===== src/rtl/instruction_controller.sv =====
// -----------------------------------------------------------------------------
// instruction_controller
//
// Moore sequencer that turns one 16-bit instruction word into the ordered
// control strobes for the datapath block (register read, operand load, ALU,
// status load, register write). Outputs connect port-for-port to the datapath
// control inputs of the same name.
//
// Ports
//   clk          rising-edge clock shared with the datapath
//   reset_n      asynchronous active-low reset; forces WAIT and clears the
//                latched instruction
//   s            start request, only looked at while in WAIT
//   instr        instruction word, latched on the edge that leaves WAIT
//   w            high while waiting for the next instruction
//   illegal      high in DECODE when the opcode/op pair is unsupported
//   datapath_in  sign-extended imm8 of the latched instruction
//   writenum     destination register index for write
//   readnum      source register index for loada/loadb
//   write, loada, loadb, loadc, loads   one-cycle datapath strobes
//   asel, bsel, vsel                    datapath operand/result selects
//   shift, ALUop                        shifter and ALU codes (bit 2 is 0)
//
// Instruction fields: opcode=[15:13] op=[12:11] Rn=[10:8] Rd=[7:5] sh=[4:3]
// Rm=[2:0] imm8=[7:0].
// -----------------------------------------------------------------------------
module instruction_controller #(
  parameter int data_width = 16
) (
  input  logic                  clk,
  input  logic                  reset_n,
  input  logic                  s,
  input  logic [15:0]           instr,
  output logic                  w,
  output logic                  illegal,
  output logic [data_width-1:0] datapath_in,
  output logic [2:0]            writenum,
  output logic [2:0]            readnum,
  output logic                  write,
  output logic                  loada,
  output logic                  loadb,
  output logic                  loadc,
  output logic                  loads,
  output logic                  asel,
  output logic                  bsel,
  output logic                  vsel,
  output logic [2:0]            shift,
  output logic [2:0]            ALUop
);

  typedef enum logic [2:0] {
    S_WAIT   = 3'd0,
    S_DECODE = 3'd1,
    S_GET_A  = 3'd2,
    S_GET_B  = 3'd3,
    S_ALU    = 3'd4,
    S_WR_REG = 3'd5,
    S_WR_IMM = 3'd6
  } state_t;

  localparam logic [2:0] OPC_MOV = 3'b110;
  localparam logic [2:0] OPC_ALU = 3'b101;

  state_t      state;
  state_t      nxt_state;
  logic [15:0] ir;
  logic [15:0] nxt_ir;

  // ---------------------------------------------------------------------------
  // Decode helpers on an instruction word
  // ---------------------------------------------------------------------------
  function automatic logic is_mov_imm(input logic [15:0] iw);
    return (iw[15:13] == OPC_MOV) && (iw[12:11] == 2'b10);
  endfunction

  function automatic logic is_mov_reg(input logic [15:0] iw);
    return (iw[15:13] == OPC_MOV) && (iw[12:11] == 2'b00);
  endfunction

  function automatic logic is_alu(input logic [15:0] iw);
    return iw[15:13] == OPC_ALU;
  endfunction

  function automatic logic is_cmp(input logic [15:0] iw);
    return is_alu(iw) && (iw[12:11] == 2'b01);
  endfunction

  function automatic logic is_mvn(input logic [15:0] iw);
    return is_alu(iw) && (iw[12:11] == 2'b11);
  endfunction

  function automatic logic is_legal(input logic [15:0] iw);
    return is_mov_imm(iw) || is_mov_reg(iw) || is_alu(iw);
  endfunction

  // Single-operand instructions skip GET_A and only fetch Rm.
  function automatic logic needs_a(input logic [15:0] iw);
    return is_alu(iw) && !is_mvn(iw);
  endfunction

  // ALU code: for the 101 group the op field maps straight onto the ALU
  // (00 add, 01 sub, 10 and, 11 not-B); MOV reg is an add with A forced to 0.
  function automatic logic [2:0] alu_code(input logic [15:0] iw);
    return is_alu(iw) ? {1'b0, iw[12:11]} : 3'b000;
  endfunction

  // ---------------------------------------------------------------------------
  // Next-state logic
  // ---------------------------------------------------------------------------
  always_comb begin
    nxt_state = state;
    nxt_ir    = ir;
    unique case (state)
      S_WAIT: begin
        if (s) begin
          nxt_state = S_DECODE;
          nxt_ir    = instr;
        end
      end
      S_DECODE: begin
        if (!is_legal(ir))        nxt_state = S_WAIT;
        else if (is_mov_imm(ir))  nxt_state = S_WR_IMM;
        else if (needs_a(ir))     nxt_state = S_GET_A;
        else                      nxt_state = S_GET_B;
      end
      S_GET_A:  nxt_state = S_GET_B;
      S_GET_B:  nxt_state = S_ALU;
      S_ALU:    nxt_state = is_cmp(ir) ? S_WAIT : S_WR_REG;
      S_WR_REG: nxt_state = S_WAIT;
      S_WR_IMM: nxt_state = S_WAIT;
      default:  nxt_state = S_WAIT;
    endcase
  end

  // ---------------------------------------------------------------------------
  // State, instruction register and registered Moore outputs. Outputs are
  // computed from the state/instruction being entered so they line up with
  // the state register without a combinational path from instr.
  // ---------------------------------------------------------------------------
  always_ff @(posedge clk or negedge reset_n) begin
    if (!reset_n) begin
      state    <= S_WAIT;
      ir       <= '0;
      w        <= 1'b1;
      illegal  <= 1'b0;
      writenum <= 3'd0;
      readnum  <= 3'd0;
      write    <= 1'b0;
      loada    <= 1'b0;
      loadb    <= 1'b0;
      loadc    <= 1'b0;
      loads    <= 1'b0;
      asel     <= 1'b0;
      vsel     <= 1'b0;
      shift    <= 3'd0;
      ALUop    <= 3'd0;
    end else begin
      state    <= nxt_state;
      ir       <= nxt_ir;
      w        <= (nxt_state == S_WAIT);
      illegal  <= (nxt_state == S_DECODE) && !is_legal(nxt_ir);
      readnum  <= (nxt_state == S_GET_A) ? nxt_ir[10:8] :
                  (nxt_state == S_GET_B) ? nxt_ir[2:0]  : 3'd0;
      loada    <= (nxt_state == S_GET_A);
      loadb    <= (nxt_state == S_GET_B);
      shift    <= (nxt_state == S_ALU) ? {1'b0, nxt_ir[4:3]} : 3'd0;
      ALUop    <= (nxt_state == S_ALU) ? alu_code(nxt_ir) : 3'd0;
      asel     <= (nxt_state == S_ALU) && is_mov_reg(nxt_ir);
      loadc    <= (nxt_state == S_ALU) && !is_cmp(nxt_ir);
      loads    <= (nxt_state == S_ALU) && is_cmp(nxt_ir);
      write    <= (nxt_state == S_WR_REG) || (nxt_state == S_WR_IMM);
      vsel     <= (nxt_state == S_WR_IMM);
      writenum <= (nxt_state == S_WR_REG) ? nxt_ir[7:5]  :
                  (nxt_state == S_WR_IMM) ? nxt_ir[10:8] : 3'd0;
    end
  end

  // The immediate path is never routed through B, so bsel is tied low.
  assign bsel = 1'b0;

  // Immediate is presented in every state; the register clears on reset.
  assign datapath_in = {{(data_width-8){ir[7]}}, ir[7:0]};

endmodule


===== config.mk =====
export PLATFORM = sky130hd
export DESIGN_NAME = instruction_controller
export DESIGN_NICKNAME = d
export VERILOG_FILES = /design/src/rtl/instruction_controller.sv
export SDC_FILE = /design/constraint.sdc
export NUM_CORES = 1
export LEC_CHECK = 0
export BUFFER_PORTS_ARGS = -buffer_cell sky130_fd_sc_hd__buf_2
export CELL_PAD_IN_SITES_DETAIL_PLACEMENT = 1
export CELL_PAD_IN_SITES_GLOBAL_PLACEMENT = 2
export CORE_UTILIZATION = 27
export CTS_CLUSTER_SIZE = 40
export DETAILED_ROUTE_END_ITERATION = 10
export PLACE_DENSITY = 0.75
export SLEW_MARGIN = 10
export SYNTH_ARGS = -nofsm -noshare
export SYNTH_HDL_FRONTEND = slang
export SYNTH_SLANG_ARGS = --single-unit

===== constraint.sdc =====
create_clock -name clk -period 1.6 [get_ports clk]
set_input_delay 0.24 -clock clk [delete_from_list [all_inputs] [get_ports clk]]
set_output_delay 0.24 -clock clk [all_outputs]
set_load 0.02 [all_outputs]

* After elaboration in Yosys (flattened, before gate mapping)
Cells that the tools add are included.
** Word-level totals
- Register bits after elaboration :: 38
- Input bits :: 19
- Output and inout port bits :: 38
- Word-level logic and storage cells :: 73
** Operators by class
- Equality and inequality tests :: 19
- Muxes and demuxes :: 15
- Reduce and logical (&&, ||, !) cells :: 24
** Operator list (count)
- $mux 16 :: 2
- $eq 3x3->1 const B :: 8
- $mux 3 :: 8
- $pmux 3 s5 :: 1
- $eq 3x2->1 const B :: 4
- $logic_and 1x1->1 :: 12
- $eq 2x2->1 const B :: 3
- $eq 3x1->1 const B :: 2
- $logic_not 3->1 :: 2
- $mux 2 :: 3
- $logic_or 1x1->1 :: 5
- $eq 2x1->1 const B :: 2
- $logic_not 2->1 :: 2
- $logic_not 1->1 :: 3
- $mux 1 :: 1

* Longest topological paths before layout
- Word-level depth :: 11
- Depth in mapped cells :: 5

* Worst setup path after synthesis
No wires, ideal clock.
- Kind :: register -> register
- Start point :: reg state[1]
- End point :: reg loadc
- Setup time :: 0.119 ns
- Data arrival time :: 1.457 ns
- Data required time :: 1.481 ns
- Slack :: 0.024 ns
- Stages on the path, launching flop included :: 6
- Path buffers :: 1
- Period minus slack after synthesis :: 1.576 ns
- Cells stage by stage :: dfrtp_1 nor4b_2 buf_4 mux2i_1 nand2_1 o21a_1
** On the way
- Longest elaborated chain between the ends :: 6
- Elaborated cells between the ends (all ways) :: 14
** RTL lines
- start, declared :: RTL line 64 : state_t state;
- start signal, assigned :: RTL line 158 : state <= nxt_state;
- branches (longest 5 deep; another with $pmux 3 s5)
- $logic_and 1x1->1 (*) :: RTL line 169 : loadc <= (nxt_state == S_ALU) && !is_cmp(nxt_ir);
- end signal, assigned :: RTL line 169
- end, declared :: RTL line 42 : output logic loadc,
Every way passes the cells marked *.

* Worst setup path after layout
- Start point :: reg state[2]
- End point :: reg readnum[0]
** On the way
- Elaborated cells between the ends (all ways) :: 12
** RTL lines
- $logic_not 3->1 :: RTL line 113 : unique case (state)
- $mux 16 :: RTL line 113
- named net nxt_ir[0] :: RTL line 67 : logic [15:0] nxt_ir;
- $mux 3 :: RTL line 163 : (nxt_state == S_GET_B) ? nxt_ir[2:0] : 3'd0;
- $mux 3 :: RTL line 162 : readnum <= (nxt_state == S_GET_A) ? nxt_ir[10:8] :
- end signal, assigned :: RTL line 162
- end, declared :: RTL line 38 : output logic [2:0] readnum,
The timed path passes the listed nets, and every way through them passes these cells.

==> results.json <==
{
  "grt_antenna_before_repair": 0,
  "syn_to_final_growth_pct": 28.93,
  "synth-seq-area-share_pct": 55.87,
  "hold_path_class": "input pin to register",
  "swShare_pct": 40.03,
  "start_kind": "register",
  "routed_wl_um": 3861,
  "synth_area_um2": 1704,
  "dp.cells": 286,
  "crit_required_ns": 1.77,
  "seq_power_share_pct": 35.7,
  "dieArea_um2": 6633,
  "wire_per_inst_um": 13.04,
  "cp-end-kind": "register",
  "async_flop_share_pct": 100.0,
  "hpwlAfterDp_um": 3090,
  "holdWs_ns": 0.1438,
  "crit_fanout": 7,
  "yosys_warnings": 0,
  "power_frac_clock_pct": 18.8,
  "placed_cell_area_um2": 2047,
  "post-route-period-util_pct": 97.06,
  "ios": 57,
  "start_util_pct": 28.45,
  "vdd_drop_max_v": 0.0005951,
  "grt_pass1_wl_um": 6348,
  "grt_setup_unrepaired": "true",
  "max_freq_mhz": 643.9,
  "p_leak_nw": 1.180,
  "cts_tree": "done",
  "yosysUniqueCellTypes": 35,
  "syn_area_per_cell_um2": 10.52,
  "drv_cap": 0,
  "finalSetupViolCount": 0,
  "hold_viol": 0,
  "die_w_um": 81.45,
  "crit_arrival_ns": 1.73,
  "clockBufferDepth": 2,
  "period_minus_slack_ns": 1.553,
  "outcome": "finished clean",
  "pwr-share-comb_pct": 45.4,
  "io_buffers": 53,
  "via_per_inst": 4.412,
  "seqCellArea_um2": 952.2,
  "clock_latency_ns": 0.29,
  "die_h_um": 81.45,
  "final_common_cell": "buf_2",
  "crit_type": "register to register",
  "grt_max_degree": 23,
  "layout_common_cells": "53 x buf_2, 37 x dfrtp_1, 30 x nand2_1",
  "vias": 1306,
  "drc": 0,
  "final_max_slew_viol_count": 0,
  "fin_cells": 296,
  "ys.flop_type": "dfrtp_1",
  "syn_inst": 162,
  "cts.sinks": 38,
  "nFillCells": 699,
  "cts_buffers": 5,
  "n_antenna_cell": 0,
  "synth_seq_cells": 38,
  "p_per_area_nw_per_um2": 1910,
  "core.rowCount": 28,
  "core_um2": 5991,
  "cts-root-buf": "clkbuf_8",
  "switchingPower_w": 0.001680,
  "drive_gt1_share_pct": 39.82,
  "grt_pass1_vias": 1289,
  "drt_iter0_markers": 63,
  "synth-edff-count": 0,
  "multi_input_area_um2": 565.5,
  "gp_congestion": 0.7444,
  "num-nets-final": 239,
  "total_power_w": 0.004197,
  "ant_nets": 0,
  "htree_levels": 2,
  "grtUsageTotal_pct": 13.05,
  "drtPass1Iterations": 3,
  "internal_power_w": 0.002517,
  "clock_skew_ns": 0.004385,
  "final_area_um2": 2197,
  "overflow": 0,
  "path_clk_slew_ns": 0.07
}
## critical path, cell delays in order, from the launching register on
cell	delay, ns
dfrtp_1	0.41
nor4b_4	0.32
buf_6	0.18
mux2_2	0.35
o211ai_1	0.09
o21ai_1	0.09
## power groups by stage
stage          Clock, W  Combinational [W]  Sequential [W]
6_report       0.000791            0.00191         0.00150
2_1_floorplan         0            0.00131         0.00159
3_5_place_dp          0            0.00187         0.00153
5_1_grt        0.000860            0.00212         0.00155
4_1_cts        0.000818            0.00189         0.00151
3_3_place_gp          0            0.00185         0.00151
## cell usage after synthesis (2+ instances only)
cell      number  area (um2)
nand3_1        3       15.01
inv_1         12       45.04
o211ai_1       4       30.03
and2_1         2       12.51
a21oi_1        3       15.01
nand2_1       30       112.6
nor2_1         6       22.52
a21boi_0       3       22.52
o22ai_1        3       18.77
dfrtp_1       37       925.9
mux2_2         4       45.04
nand3b_1       2       15.01
o21ai_0        5       25.02
a31oi_1        2       12.51
nor2b_1        2       12.51
buf_4         20       150.1
mux2i_1        5       50.05
o21a_1         2       15.01
## timing repair
item                                   4_1_cts  5_1_grt
pin swaps                                    0        4
resized for setup                            1        7
setup buffers                                0        1
setup endpoints to repair                    4       12
endpoints found under the hold margin       16        0
hold buffers                                 1        0
## cell type report
| type | instances | area share (%) |
|---|---|---|
| Clock buffer | 5 | 3.132 |
| Clock inverter | 3 | 1.822 |
| Inverter | 12 | 2.050 |
| Multi-Input combinational cell | 92 | 25.74 |
| Sequential cell | 38 | 43.34 |
| Tap cell | 75 | 4.271 |
| Timing Repair Buffer | 71 | 19.65 |
## sequential cells by signal, indices dropped and copies added (netlist names), 2 cells and up
| signal | count |
|---|---|
| shift | 2 |
| ir | 16 |
| readnum | 3 |
| state | 3 |
| ALUop | 2 |
| writenum | 3 |
## path summary, 6_finish.rpt
check                      startpoint    endpoint  slack, ns  depth (start not counted)
min reg2reg                     ir[3]       ir[3]       0.51                          2
max in group asynchronous     reset_n           w       0.67                          3
max                          state[2]  readnum[0]       0.05                          5
min in group asynchronous     reset_n        asel       0.41                          2
max reg2reg                  state[2]  readnum[0]       0.05                          5
min                          instr[3]       ir[3]       0.14                          3
## through the flow
step	util, %	worst slack, ns	setup TNS [ns]
2_1_floorplan	-	0.02379	0
3_3_place_gp	34.17	0.03470	0
3_5_place_dp	34.17	0.004871	0
4_1_cts	36.22	0.01129	0
5_1_grt	36.68	-0.04386	-0.2328
6_report	36.68	0.04699	0
## logic make-up (layout without fill, tap and decap cells)
group                  after synthesis  count (layout)  share of synthesized area [%]
multiplexers                         9               9                          5.580
flip-flops                          38              38                          55.87
AO/OA/AOI/OAI                       25              25                          9.764
buffers and inverters               34              91                          12.33
other                                1               3                         0.2201
AND/OR/NAND/NOR                     55              55                          16.23
## metal layers
metal	global-route usage (%)	part of all wire, %
met1	16.89	44
met3	3.222	4.9
met5	0	0
met4	5.536	2.3
met2	20.67	48
Power figures use the tool's default switching activity.
